**config.mk**
```make
export PLATFORM = sky130hd
export DESIGN_NAME = alu_issue_stage_flat
export DESIGN_NICKNAME = d
export VERILOG_FILES = /design/src/rtl/alu_pkg.sv /design/src/rtl/alu_issue_if.sv /design/src/rtl/alu_cmd_fifo.sv /design/src/rtl/alu_issue_stage.sv /design/src/flat_wrapper.sv
export SDC_FILE = /design/constraint.sdc
export NUM_CORES = 1
export LEC_CHECK = 0
export ABC_AREA = 0
export CORE_ASPECT_RATIO = 0.75
export CORE_MARGIN = 3
export CORE_UTILIZATION = 45
export DETAILED_ROUTE_END_ITERATION = 6
export HOLD_SLACK_MARGIN = 0.12
export PLACE_DENSITY_LB_ADDON = 0.15
export SYNTH_ARGS = -nofsm -noshare
export SYNTH_HDL_FRONTEND = slang
export SYNTH_HIERARCHICAL = 1
export SYNTH_SLANG_ARGS = --single-unit
```
**constraint.sdc**
```tcl
create_clock -name clk -period 3.03 [get_ports clk]
set_clock_uncertainty 0.05 [all_clocks]
set_input_delay 0.303 -clock clk [delete_from_list [all_inputs] [get_ports clk]]
set_output_delay 0.303 -clock clk [all_outputs]
set_load 0.01 [all_outputs]
```
**src/rtl/alu_pkg.sv**
```systemverilog
// Shared opcodes, flag positions and command layout for the ALU issue stage.
// The optional accumulator forwarding path is enabled with `define ACC_FWD_EN.
package alu_pkg;

   localparam int unsigned ALU_W = 8;

   localparam logic [2:0] OP_ADD = 3'd0;
   localparam logic [2:0] OP_INC = 3'd1;
   localparam logic [2:0] OP_AND = 3'd2;
   localparam logic [2:0] OP_OR  = 3'd3;
   localparam logic [2:0] OP_XOR = 3'd4;
   localparam logic [2:0] OP_NOT = 3'd5;
   localparam logic [2:0] OP_SHL = 3'd6;
   localparam logic [2:0] OP_NOP = 3'd7;

   localparam int unsigned FLG_C = 3;
   localparam int unsigned FLG_N = 2;
   localparam int unsigned FLG_Z = 1;
   localparam int unsigned FLG_P = 0;

   // Default-width view of a queued command; the FIFO stores the same layout flat.
   typedef struct packed {
      logic             use_acc;
      logic [2:0]       op;
      logic [ALU_W-1:0] b;
      logic [ALU_W-1:0] a;
   } alu_cmd_t;

   localparam int unsigned ALU_CMD_W = $bits(alu_cmd_t);

   function automatic int unsigned cmd_width(input int unsigned w, input bit with_acc);
      return 2 * w + 3 + (with_acc ? 1 : 0);
   endfunction

endpackage

```
**src/rtl/alu_issue_if.sv**
```systemverilog
// Bundle of the command, ALU and result channels of alu_issue_stage.
// master = command source / ALU / result consumer side, slave = the issue stage.
interface alu_issue_if #(
   parameter int unsigned WIDTH = 8,
   parameter int unsigned DEPTH = 4
);
   localparam int unsigned LVL_W = $clog2(DEPTH) + 1;

   logic             in_valid;
   logic             in_ready;
   logic [WIDTH-1:0] in_a;
   logic [WIDTH-1:0] in_b;
   logic [2:0]       in_op;
   logic             in_use_acc;

   logic [WIDTH-1:0] alu_a;
   logic [WIDTH-1:0] alu_b;
   logic [2:0]       alu_op;
   logic [WIDTH-1:0] alu_y;
   logic [3:0]       alu_flags;

   logic             out_valid;
   logic             out_ready;
   logic [WIDTH-1:0] out_y;
   logic [3:0]       out_flags;
   logic [LVL_W-1:0] level;

   modport master (
      output in_valid, in_a, in_b, in_op, in_use_acc, alu_y, alu_flags, out_ready,
      input  in_ready, alu_a, alu_b, alu_op, out_valid, out_y, out_flags, level
   );

   modport slave (
      input  in_valid, in_a, in_b, in_op, in_use_acc, alu_y, alu_flags, out_ready,
      output in_ready, alu_a, alu_b, alu_op, out_valid, out_y, out_flags, level
   );

endinterface

```
**src/rtl/alu_cmd_fifo.sv**
```systemverilog
// Synchronous command FIFO with combinational head read and occupancy count.
// DEPTH must be a power of two so the pointers wrap naturally.
module alu_cmd_fifo #(
   parameter int unsigned WIDTH_W = 19,
   parameter int unsigned DEPTH   = 4
) (
   input  logic                       clk,
   input  logic                       reset,
   input  logic                       push_i,
   input  logic                       pop_i,
   input  logic [WIDTH_W-1:0]         wdata_i,
   output logic [WIDTH_W-1:0]         rdata_o,
   output logic                       full_o,
   output logic                       empty_o,
   output logic [$clog2(DEPTH):0]     level_o
);
   localparam int unsigned PTR_W = $clog2(DEPTH);
   localparam int unsigned LVL_W = PTR_W + 1;

   logic [WIDTH_W-1:0] mem_q [DEPTH];
   logic [PTR_W-1:0]   wr_ptr_q, wr_ptr_d;
   logic [PTR_W-1:0]   rd_ptr_q, rd_ptr_d;
   logic [LVL_W-1:0]   level_q, level_d;
   logic               do_push, do_pop;

   assign full_o  = (level_q == LVL_W'(DEPTH));
   assign empty_o = (level_q == '0);
   assign level_o = level_q;
   assign rdata_o = mem_q[rd_ptr_q];

   // A full FIFO refuses the push even when the head pops in the same cycle.
   assign do_push = push_i && !full_o;
   assign do_pop  = pop_i && !empty_o;

   always_comb begin
      wr_ptr_d = wr_ptr_q;
      rd_ptr_d = rd_ptr_q;
      level_d  = level_q;
      if (do_push) wr_ptr_d = wr_ptr_q + PTR_W'(1);
      if (do_pop)  rd_ptr_d = rd_ptr_q + PTR_W'(1);
      case ({do_push, do_pop})
         2'b10:   level_d = level_q + LVL_W'(1);
         2'b01:   level_d = level_q - LVL_W'(1);
         default: level_d = level_q;
      endcase
   end

   always_ff @(posedge clk) begin
      if (reset) begin
         wr_ptr_q <= '0;
         rd_ptr_q <= '0;
         level_q  <= '0;
      end else begin
         wr_ptr_q <= wr_ptr_d;
         rd_ptr_q <= rd_ptr_d;
         level_q  <= level_d;
      end
   end

   always_ff @(posedge clk) begin
      if (do_push) mem_q[wr_ptr_q] <= wdata_i;
   end

endmodule

```
**src/rtl/alu_issue_stage.sv**
```systemverilog
// Issue stage in front of the combinational 8-bit ALU: command FIFO plus registered result slot.
// `define ACC_FWD_EN adds an accumulator that can replace operand a of a queued command.
module alu_issue_stage
   import alu_pkg::*;
#(
   parameter int unsigned WIDTH = 8,
   parameter int unsigned DEPTH = 4
) (
   input logic        clk,
   input logic        reset,
   alu_issue_if.slave bus
);
`ifdef ACC_FWD_EN
   localparam bit ACC_EN = 1'b1;
`else
   localparam bit ACC_EN = 1'b0;
`endif
   localparam int unsigned CMD_W = cmd_width(WIDTH, ACC_EN);
   localparam int unsigned LVL_W = $clog2(DEPTH) + 1;

   logic [CMD_W-1:0] wdata, rdata;
   logic             full, empty, push, capture;
   logic [LVL_W-1:0] level;
   logic [WIDTH-1:0] head_a, head_b;
   logic [2:0]       head_op;

   logic             out_valid_q, out_valid_d;
   logic [WIDTH-1:0] out_y_q, out_y_d;
   logic [3:0]       out_flags_q, out_flags_d;

   assign push = bus.in_valid && !full;

`ifdef ACC_FWD_EN
   logic             head_use_acc;
   logic [WIDTH-1:0] acc_q, acc_d;

   assign wdata        = {bus.in_use_acc, bus.in_op, bus.in_b, bus.in_a};
   assign head_use_acc = rdata[2*WIDTH+3];
`else
   logic unused_in_use_acc;

   assign wdata             = {bus.in_op, bus.in_b, bus.in_a};
   assign unused_in_use_acc = bus.in_use_acc;
`endif

   assign head_a  = rdata[WIDTH-1:0];
   assign head_b  = rdata[2*WIDTH-1:WIDTH];
   assign head_op = rdata[2*WIDTH+2:2*WIDTH];

   alu_cmd_fifo #(
      .WIDTH_W (CMD_W),
      .DEPTH   (DEPTH)
   ) u_fifo (
      .clk     (clk),
      .reset   (reset),
      .push_i  (push),
      .pop_i   (capture),
      .wdata_i (wdata),
      .rdata_o (rdata),
      .full_o  (full),
      .empty_o (empty),
      .level_o (level)
   );

   always_comb begin
      bus.alu_a  = '0;
      bus.alu_b  = '0;
      bus.alu_op = OP_NOP;
      if (!empty) begin
         bus.alu_a  = head_a;
         bus.alu_b  = head_b;
         bus.alu_op = head_op;
`ifdef ACC_FWD_EN
         if (head_use_acc) bus.alu_a = acc_q;
`endif
      end
   end

   // The slot reloads whenever it is empty or being drained this cycle.
   assign capture = !empty && (!out_valid_q || bus.out_ready);

   always_comb begin
      out_valid_d = out_valid_q;
      out_y_d     = out_y_q;
      out_flags_d = out_flags_q;
      if (capture) begin
         out_valid_d = 1'b1;
         out_y_d     = bus.alu_y;
         out_flags_d = bus.alu_flags;
      end else if (bus.out_ready) begin
         out_valid_d = 1'b0;
      end
   end

   always_ff @(posedge clk) begin
      if (reset) begin
         out_valid_q <= 1'b0;
         out_y_q     <= '0;
         out_flags_q <= '0;
      end else begin
         out_valid_q <= out_valid_d;
         out_y_q     <= out_y_d;
         out_flags_q <= out_flags_d;
      end
   end

`ifdef ACC_FWD_EN
   assign acc_d = capture ? bus.alu_y : acc_q;

   always_ff @(posedge clk) begin
      if (reset) acc_q <= '0;
      else       acc_q <= acc_d;
   end
`endif

   assign bus.in_ready  = !full;
   assign bus.out_valid = out_valid_q;
   assign bus.out_y     = out_y_q;
   assign bus.out_flags = out_flags_q;
   assign bus.level     = level;

endmodule
```
**src/flat_wrapper.sv**
```systemverilog
// flat-port wrapper written by rule: the top's interface ports become plain ports
module alu_issue_stage_flat import alu_pkg::*;
#(
   parameter int unsigned WIDTH = 8,
   parameter int unsigned DEPTH = 4
)
  (clk, reset, bus_in_valid, bus_in_a, bus_in_b, bus_in_op, bus_in_use_acc, bus_alu_y, bus_alu_flags, bus_out_ready, bus_in_ready, bus_alu_a, bus_alu_b, bus_alu_op, bus_out_valid, bus_out_y, bus_out_flags, bus_level);
  alu_issue_if #(.WIDTH(WIDTH), .DEPTH(DEPTH)) bus_i ();
  input logic clk;
  input logic reset;
  input wire logic [$bits(bus_i.in_valid)-1:0] bus_in_valid;
  input wire logic [$bits(bus_i.in_a)-1:0] bus_in_a;
  input wire logic [$bits(bus_i.in_b)-1:0] bus_in_b;
  input wire logic [$bits(bus_i.in_op)-1:0] bus_in_op;
  input wire logic [$bits(bus_i.in_use_acc)-1:0] bus_in_use_acc;
  input wire logic [$bits(bus_i.alu_y)-1:0] bus_alu_y;
  input wire logic [$bits(bus_i.alu_flags)-1:0] bus_alu_flags;
  input wire logic [$bits(bus_i.out_ready)-1:0] bus_out_ready;
  output wire logic [$bits(bus_i.in_ready)-1:0] bus_in_ready;
  output wire logic [$bits(bus_i.alu_a)-1:0] bus_alu_a;
  output wire logic [$bits(bus_i.alu_b)-1:0] bus_alu_b;
  output wire logic [$bits(bus_i.alu_op)-1:0] bus_alu_op;
  output wire logic [$bits(bus_i.out_valid)-1:0] bus_out_valid;
  output wire logic [$bits(bus_i.out_y)-1:0] bus_out_y;
  output wire logic [$bits(bus_i.out_flags)-1:0] bus_out_flags;
  output wire logic [$bits(bus_i.level)-1:0] bus_level;
  assign bus_i.in_valid = bus_in_valid;
  assign bus_i.in_a = bus_in_a;
  assign bus_i.in_b = bus_in_b;
  assign bus_i.in_op = bus_in_op;
  assign bus_i.in_use_acc = bus_in_use_acc;
  assign bus_i.alu_y = bus_alu_y;
  assign bus_i.alu_flags = bus_alu_flags;
  assign bus_i.out_ready = bus_out_ready;
  assign bus_in_ready = bus_i.in_ready;
  assign bus_alu_a = bus_i.alu_a;
  assign bus_alu_b = bus_i.alu_b;
  assign bus_alu_op = bus_i.alu_op;
  assign bus_out_valid = bus_i.out_valid;
  assign bus_out_y = bus_i.out_y;
  assign bus_out_flags = bus_i.out_flags;
  assign bus_level = bus_i.level;
  alu_issue_stage #(.WIDTH(WIDTH), .DEPTH(DEPTH)) u_core (.clk(clk), .reset(reset), .bus(bus_i));
endmodule
```
# Word-level counts from Yosys, hierarchy flattened
# Memories as Yosys holds them, arrays and structs flattened. A register that Yosys moved wholly into a read port is not among the register bits.
# Cells that the tools add are included.
# op_classes
add_sub_neg,4
multipliers,0
div,0
magnitude_cmp,0
eq_ne,3
n_shift,0
n_mux,10
bitwise_logic,0
reduce_logical,11
# op_table
operator,count
$mux W8,2
$pmux W3 S2,1
$add A2 B1 Y2 const B,2
$logic_and A1 B1 Y1,4
$mux W1,4
$mux W2,2
$reduce_bool A2 Y1,2
$add A3 B1 Y3 const B,1
$eq A3 B3 Y1 const B,1
$logic_not A1 Y1,3
$logic_not A3 Y1,1
$mux W3,1
$sub A3 B1 Y3 const B,1
$eq A2 B1 Y1 const B,1
$eq A2 B2 Y1 const B,1
$logic_or A1 B1 Y1,1
# word_totals
regBits,20
latchBits,0
mem_bits_rw,76
rom_bits,0
in_bits,36
out_inout_bits,36
wordCells,35
memories,1
# memory_table
name,words,width,read_ports,rd_ports_with_merged_regs,wr,line,rtl
u_core.u_fifo.mem_q,4,19,1,1,1,alu_cmd_fifo.sv:20,logic [WIDTH_W-1:0] mem_q [DEPTH];

# Longest topological paths before layout
# Gate-level depths: netlist (run 1).
# depth
depth_word,6
ltp_mapped,12
mapped_depth_nobuf,11

# By module
# Netlist (run 1), hierarchy kept.
# by_module_without_submodules
module,instances,cells_per_inst,area_each_um2,seq_area_each_um2
alu_cmd_fifo,1,153,3260.6,2462.4
alu_issue_stage,1,79,738.2,260.2

# Worst setup path before layout (run 1)
# No wires, ideal clock.
# synth_path
kind,register to register
startpoint,register u_core.u_fifo.level_q[0] (netlist: u_core/u_fifo/level_o[0])
endpoint,register u_core.u_fifo.level_q[2] (netlist: u_core/u_fifo/level_o[2])
setup_ns,0.070
t_arrival_ns,2.265
t_required_ns,2.910
path_slack_ns,0.645
stages_incl_launch_ff,13
n_path_buf,2
synth_period_minus_slack_ns,2.385
cell_sequence,dfxtp_1 > nor3_1 > nor2b_4 > buf_6 > buf_12 > o31ai_1 > inv_1 > ha_1 > inv_1 > fa_1 > xor2_1 > or3_1 > a21oi_1
# synth_via
elab_chain_len,6
word_cells_on_any_way,14
classes_between,add/sub: 2; eq/ne: 3; mux: 1; reduce/logical: 8
# synth_lines
item,line,rtl
from (decl),alu_cmd_fifo.sv:23,"logic [LVL_W-1:0] level_q, level_d;"
from (signal assigned),alu_cmd_fifo.sv:56,level_q <= level_d;
$logic_not A3 Y1 (*),alu_cmd_fifo.sv:27,assign empty_o = (level_q == '0);
via u_core.empty,alu_issue_stage.sv:22,"logic full, empty, push, capture;"
$logic_not A1 Y1 (*),-,
$logic_and A1 B1 Y1 (*),alu_issue_stage.sv:80,assign capture = !empty && (!out_valid_q || bus.out_ready);
via u_core.capture,alu_issue_stage.sv:22,
$logic_and A1 B1 Y1 (*),alu_cmd_fifo.sv:33,assign do_pop = pop_i && !empty_o;
via u_core.u_fifo.do_pop,alu_cmd_fifo.sv:24,"logic do_push, do_pop;"
$eq A2 B1 Y1 / $eq A2 B2 Y1 (equally long branches),alu_cmd_fifo.sv:41,"case ({do_push, do_pop})"
$pmux W3 S2 / $reduce_bool A2 Y1 (equally long branches),-,
# Mark *: on every way through the listed nets, which the timed path passes. The rest lies on a longest branch.
# A chain may end at the register's enable or synchronous reset.

==> results of run 1 <==
-- critical path, cell delays in order (launching register included) --
cell,delay [ps]
dfxtp_1,350
buf_12,200
mux4_1,560
or2_2,280
clkdlybuf4s50_1,470
-- power breakdown --
group,switching [uW],internal (uW)
clock network,428,682
logic,609,727
registers,99.0,1690
total,1140,3100
-- logic make-up (layout without fill, tap and decap cells) --
| family | Yosys count | after routing | synth area share |
|---|---|---|---|
| AOI/OAI and AO/OA | 9 | 9 | 0.0119 |
| xor gates and xnor gates | 3 | 3 | 0.00657 |
| adders and majority gates | 6 | 6 | 0.0207 |
| buffers and inverters | 20 | 104 | 0.0313 |
| DFF | 98 | 98 | 0.681 |
| muxes | 32 | 32 | 0.148 |
| and+or+nand+nor | 64 | 64 | 0.101 |
-- worst max path at each step --
stage	slack, ps	end	cells past startpoint
2_1_floorplan	650	u_core/u_fifo/level_o[2]$_SDFFE_PP0P_	12
3_3_place_gp	530	u_core/u_fifo/level_o[2]$_SDFFE_PP0P_	11
3_5_place_dp	500	u_core/u_fifo/level_o[2]$_SDFFE_PP0P_	11
4_1_cts	450	bus_alu_op[2]	4
5_1_grt	380	bus_alu_op[2]	4
6_report	480	bus_alu_op[2]	4
-- sequential cells by signal, indices dropped and copies added, names as in the netlist, named ones only --
register / flops
u_core/bus.out_flags: 4
u_core/bus.out_valid: 1
u_core/bus.out_y: 8
u_core/u_fifo/level_o: 3
u_core/u_fifo/mem_q: 76
u_core/u_fifo/rd_ptr_q: 2
u_core/u_fifo/wr_ptr_q: 2
-- layout by cell type (no fill, tap or decap) --
master | netlist | routed
edfxtp_1 | 76 | 76
ha_1 | 5 | 5
clkbuf_1 | 4 | 2
nand2_1 | 1 | 1
mux4_1 | 9 | 9
buf_4 | 0 | 8
clkdlybuf4s50_1 | 0 | 70
mux4_2 | 10 | 10
clkbuf_8 | 0 | 2
or3_1 | 3 | 3
o31ai_1 | 1 | 1
a21oi_1 | 5 | 5
nand2b_1 | 26 | 26
nor2_1 | 6 | 6
nand2b_4 | 1 | 1
xor2_1 | 3 | 3
nor2b_1 | 17 | 17
o21ai_0 | 3 | 3
nor3b_2 | 1 | 1
clkinv_2 | 0 | 2
nor2b_4 | 1 | 1
dfxtp_1 | 22 | 22
inv_1 | 9 | 9
clkbuf_16 | 0 | 9
mux2i_1 | 13 | 13
fa_1 | 1 | 1
buf_12 | 2 | 1
nor3_2 | 0 | 1
bufinv_16 | 0 | 1
or2_2 | 3 | 3
and2_1 | 4 | 4
-- cell type report --
type	instances	area share
Timing Repair Buffer	79	0.152
Clock buffer	13	0.0507
Clock inverter	3	0.00781
Inverter	9	0.00659
Multi-Input combinational cell	114	0.225
Sequential cell	98	0.531
Tap cell	108	0.0263
-- cell usage after synthesis --
master,number,share of area
edfxtp_1,76,0.57
inv_1,9,0.0084
buf_12,2,0.010
or2_2,3,0.0047
nor2b_1,17,0.027
clkbuf_1,4,0.0038
buf_6,2,0.0056
buf_1,1,0.00094
and2_1,4,0.0063
nand2b_1,26,0.041
mux4_1,9,0.059
nand2b_4,1,0.0034
nor2_1,6,0.0056
nor3_1,1,0.0013
xor2_1,3,0.0066
o21ai_0,3,0.0038
nor3b_2,1,0.0031
or3_1,3,0.0047
nand2_1,1,0.00094
fa_1,1,0.0050
ha_1,5,0.016
mux2i_1,13,0.033
o31ai_1,1,0.0019
dfxtp_1,22,0.11
mux4_2,10,0.056
a21oi_1,5,0.0063
nor2b_4,1,0.0034
buf_2,2,0.0025
-- per-layer routing --
layer	up-vias	track usage	wire length [um]
met5	-	0	0
met4	0	0.0448	63
met3	5	0.0490	334
met2	43	0.234	3450
met1	1018	0.193	3080
li1	1016	-	-
-- metrics by stage --
| step | setup WS, ps | power [uW] | std cells |
|---|---|---|---|
| finish | 478 | 4230 | 424 |
| global route | 377 | 4460 | 424 |
| CTS | 452 | 4290 | 424 |
| detailed placement | 503 | 3180 | 408 |
| global placement | 526 | 3150 | 408 |
| floorplan | 645 | 2570 | 232 |
==> results.md, run 1 <==
* Number of inserted diodes at 0
* Residual overflow from global routing at 0
* First DRT Iteration DRCs at 80
* Kind of end point of the critical path: output port
* Least-Margin Pin Slew at 872 ps
* Number of nets with antenna violations after routing at 0
* Post-CTS setup repair buffer count at 0
* CTS tree: built
* Data required time at the worst endpoint at 2680 ps
* Starting Density at 0.467
* Mean routed wirelength per cell at 16.3 um
* Min-Delay Endpoint: u_core/bus.out_flags[3]$_SDFFE_PP0P_
* Clock input transition at the sequential cells of the worst setup and hold paths at 60 ps
* Largest buffer count on any clock path at 2
* VDD IR-drop max at roughly 0.38 mV
* Dpl cell area at ~4800 um2
* Pins Over Slew Limit at 0
* Number of stages on the worst hold path at 2
* Maximum number of pins on one net before global-route repair at 34
* Vias per inst at between 4 and 5
* Critical path data arrival time at 2200 ps
* Sequential share of the synthesized area at 0.681
* Leakage Power at 0.00176 uW
* Worst-case register-to-register setup slack at 600 ps
* Full die area at 10100 um2
* Multi-input gate area at 1160 um2
* Clock latency on the worst-skew pair at 330 ps
* Number of sinks on the clock net at 98
* Total GRT Usage at 0.147
* Hold violation count in the final report at 0
* # port buffers at 70
* Wire length of the first global-routing pass at 11.0 mm
* Clk root buf: clkbuf_16
* Floorplan row count at 29
* Cell count after synthesis at 232
* Number of H-tree branching levels at 3
* Worst hold-check path type: flop to flop
* P per Cell Area at about 830 nW/um2
* Height of the chip at 87.6 um
* Syn Area/Cell at 17.2 um2
* Fillers at 669
* Number of max-cap violations at 0
* Yosys warning count at 6
* Vias after detailed routing at between 2000 and 2500
* Floorplan Core Area at 8560 um2
* Cell variety after synth at 28
* Worst reg2reg path startpoint: u_core/u_fifo/level_o[2]$_SDFFE_PP0P_
* RSZ-0062 raised after global routing: false
* Post-route clock period utilization at 0.842
* Horizontal die dimension at 115 um
* Reg-to-reg endpoint: u_core/u_fifo/level_o[2]$_SDFFE_PP0P_
* Result of the run: finished clean
* Hold_ws at around 420 ps
* Final critical path time including I/O delays and setup at 2550 ps
* Number of gates resized after cts at 0
* Register bit count reported by yosys at 98
* Number of global-route vias before repair at roughly 2100
* Register Area at about 2700 um2
* Setup violation total in the final timing report at 0
* Worst-case headroom to the max-slew limit at 0.417
* Router iterations before antenna repair at 4
* Post-Route WL at 6.93 mm
* IO Count at 72
* Post-Route Setup TNS at 0 ps
* Core occupancy in the finished layout at 0.599
* Post-route DRC violation count at 0
* Final non-filler cell area at 5130 um2
* Cell count of the worst reg-to-reg path at 11
* Weighted congestion reported at the end of routability-driven placement at 0.740
* Area growth from synthesis to layout at 28.3%
* HPWL after detailed placement at between 4 and 5 mm
* Share of post-route cells with drive strength above 1 at 0.127
* Kind of launch point of the worst setup path: flop
* Category of the critical setup timing path: flop to output port
* Number of nets in the final layout at approximately 350
* CP Max Fanout at 19
* Hold path startpoint: u_core/bus.out_flags[3]$_SDFFE_PP0P_
* CTS Hold Buffers Added at 0
* Peak Freq at a little under 400 MHz
* Number of nets in the synthesized netlist at 274
* Antenna violations before repair at 0
* Inserted Clock Buffers at 9
* Post-Syn Area at 4000 um2
(Power assumes the default switching activity.)
==> run 2, diff against run 1 <==
clock period = 2.22 ns   (was 3.03 ns; I/O delays follow)
==> results.md, run 2 (synthesis gave the netlist of run 1 again) <==
* Result of the run: finished clean (unchanged)
* Least-Margin Pin Slew at 258 ps (was 872 ps)
* Vias after detailed routing at 2139 (was 2082)
* Leakage Power at 0.00191 uW (was 0.00176 uW)
* Weighted congestion reported at the end of routability-driven placement at 0.679 (was 0.740)
* Largest delay contributor family on the critical path: multiplexers (was buffers and inverters)
* Data required time at the worst endpoint at 1950 ps (was 2680 ps)
* Worst hold-check path type: input pin to flop (was flop to flop)
* Standard cell with the maximum stage delay on the critical path: mux4_2 (was mux4_1)
* Post-Route WL at 6.75 mm (was 6.93 mm)
* Post-route DRC violation count at 0 (unchanged)
* Setup slack of the critical path after layout at 63.7 ps (was 478 ps)
* Largest register by flop count: u_core/u_fifo/mem_q (unchanged)
* Critical path data arrival time at 1880 ps (was 2200 ps)
* CP bufs+invs at 2 (unchanged)
* Kind of end point of the critical path: output port (unchanged)
* Number of max-cap violations at 0 (unchanged)
* Hold violation count in the final report at 0 (unchanged)
* Number of inserted diodes at 0 (unchanged)
* First DRT Iteration DRCs at 70 (was 80)
* P per Cell Area at 1100 nW/um2 (was 825 nW/um2)
* Maximum number of pins on one net before global-route repair at 35 (was 34)
* Share of post-route cells with drive strength above 1 at 0.195 (was 0.127)
* Internal cell power at 4220 uW (was 3100 uW)
* Pins Over Slew Limit at 0 (unchanged)
* Router iterations before antenna repair at 4 (unchanged)
* Largest buffer count on any clock path at 2 (unchanged)
* Floorplan row count at 29 (unchanged)
* Number of global-route vias before repair at 2111 (was 2096)
* Kind of launch point of the worst setup path: flop (unchanged)
* NetSw at 1640 uW (was 1140 uW)
* Worst-case headroom to the max-slew limit at 0.826 (was 0.417)
* Total GRT Usage at 0.142 (was 0.147)
* # port buffers at 70 (unchanged)
* Number of sinks on the clock net at 98 (unchanged)
* Post-route clock period utilization at 0.971
* Post-Route Setup TNS at 0 ps (unchanged)
* Inserted Clock Buffers at 9 (unchanged)
* Clock input transition at the sequential cells of the worst setup and hold paths at 70 ps (was 60 ps)
* CP Max Fanout at 7 (was 19)
* Category of the critical setup timing path: flop to output port (unchanged)
* Combinational share of power at 0.324 (was 0.316)
* Max incr delay on CP at 500 ps (was 560 ps)
* Floorplan Core Area at 8560 um2 (unchanged)
* Number of nets with antenna violations after routing at 0 (unchanged)
* CTS tree: built (unchanged)
* Number of H-tree branching levels at 3 (unchanged)
* Number of nets in the final layout at 366 (was 353)
* Clk root buf: clkbuf_16 (unchanged)
* Hold_ws at 404 ps (was 423 ps)
* Height of the chip at 87.6 um (unchanged)
* Full die area at 10100 um2 (unchanged)
* Area growth from synthesis to layout at 32.8% (was 28.3%)
* Placed Cells at 417 (was 408)
* Worst-path cell chain: buf_12, mux4_2, or2_2, dlygate4sd2_1 (was buf_12, mux4_1, or2_2, clkdlybuf4s50_1)
* Peak Freq at 464 MHz
* RSZ-0062 raised after global routing: true (was false)
* Starting Density at 0.467 (unchanged)
* Wire length of the first global-routing pass at 10.7 mm (was 11.0 mm)
* VDD IR-drop max at 0.426 mV (was 0.375 mV)
* Commonest non-fill, non-tap cell in the layout: edfxtp_1 (unchanged)
* Switching Fraction at 0.280 (was 0.268)
* Fillers at 651 (was 669)
* Seq pwr share at 0.414 (was 0.422)
* Clock latency on the worst-skew pair at 330 ps (about the same)
* Horizontal die dimension at 115 um (unchanged)
* Mean routed wirelength per cell at 15.4 um (was 16.3 um)
* HPWL after detailed placement at 4.42 mm (was 4.52 mm)
* Vias per inst at 4.89 (was 4.91)
* Max reg flops at 76 (unchanged)
* Relative contribution of the clock network to total power at 0.262 (about the same)
* Final Instance Count excl. Fillers at 437 (was 424)
* Commonest cells after routing, fill and taps aside: edfxtp_1 (76), clkdlybuf4s50_1 (51), nand2b_1 (26) (was edfxtp_1 (76), clkdlybuf4s50_1 (70), nand2b_1 (26))
* Setup violation total in the final timing report at 0 (unchanged)
* Total power draw at 5860 uW (was 4230 uW)
* IO Count at 72 (unchanged)
* Antenna violations before repair at 0 (unchanged)
* Residual overflow from global routing at 0 (unchanged)
* Worst slack after detailed placement at -161 ps (was 503 ps)
* Final critical path time including I/O delays and setup at 2160 ps
run 2: per-stage QoR:
stage | instance area, um2 | util
2_1_floorplan | 4010 | -
3_3_place_gp | 4960 | 0.579
3_5_place_dp | 4960 | 0.579
4_1_cts | 5260 | 0.614
5_1_grt | 5310 | 0.620
6_report | 5310 | 0.620
run 2: metal layers:
layer / up-vias / share of wire / global-route usage
li1: 1046 / - / -
met3: 8 / 0.031 / 0.0325
met5: - / 0 / 0
met2: 38 / 0.50 / 0.232
met4: 0 / 0.011 / 0.0576
met1: 1047 / 0.46 / 0.185
run 2: worst paths after layout:
check,from,endpoint,slack (ps),cells past startpoint
hold / removal,bus_alu_y[6],u_core/bus.out_y[6]$_SDFFE_PP0P_,400,3
setup / recovery,flop,bus_alu_op[2],60,4
setup reg to reg,u_core/u_fifo/level_o[0]$_SDFFE_PP0P_,u_core/u_fifo/level_o[2]$_SDFFE_PP0P_,120,11
hold reg to reg,u_core/bus.out_flags[2]$_SDFFE_PP0P_,u_core/bus.out_flags[2]$_SDFFE_PP0P_,420,2
run 2: what timing repair did:
action | CTS | global route
pin swaps | 0 | 2
setup endpoints to repair | 20 | 2
resized for setup | 28 | 4
hold buffers | 0 | 0
setup buffers | 0 | 4
run 2: layout make-up:
type                    instances  area (um2)  share of cell area
flip-flops and latches         98        2740               0.515
multi-input cells             114        1180               0.221
repair buffers                 92         927               0.175
clock buffers                   9         225              0.0424
well taps                     108         135              0.0254
clock inverters                 7        76.3              0.0144
inverters                       9        33.8             0.00636
run 2: power groups by stage:
stage / combinational (uW) / sequential (uW) / clock, uW
final: 1900 / 2430 / 1530
after global routing: 2080 / 2450 / 1650
after CTS: 1900 / 2430 / 1590
after detailed placement: 1990 / 2460 / 0
after global placement: 1980 / 2450 / 0
after floorplan: 1010 / 2510 / 0
run 2: worst register-to-register path: cells and delay by family, from the launching register on:
kind / cells / cell delay [ps]
AO/OA/AOI/OAI: 1 / 120
XOR/XNOR: 1 / 150
adder cells (fa/ha/maj): 2 / 510
buffers and inverters: 3 / 200
flip-flops: 1 / 350
AND/OR/NAND/NOR: 4 / 650
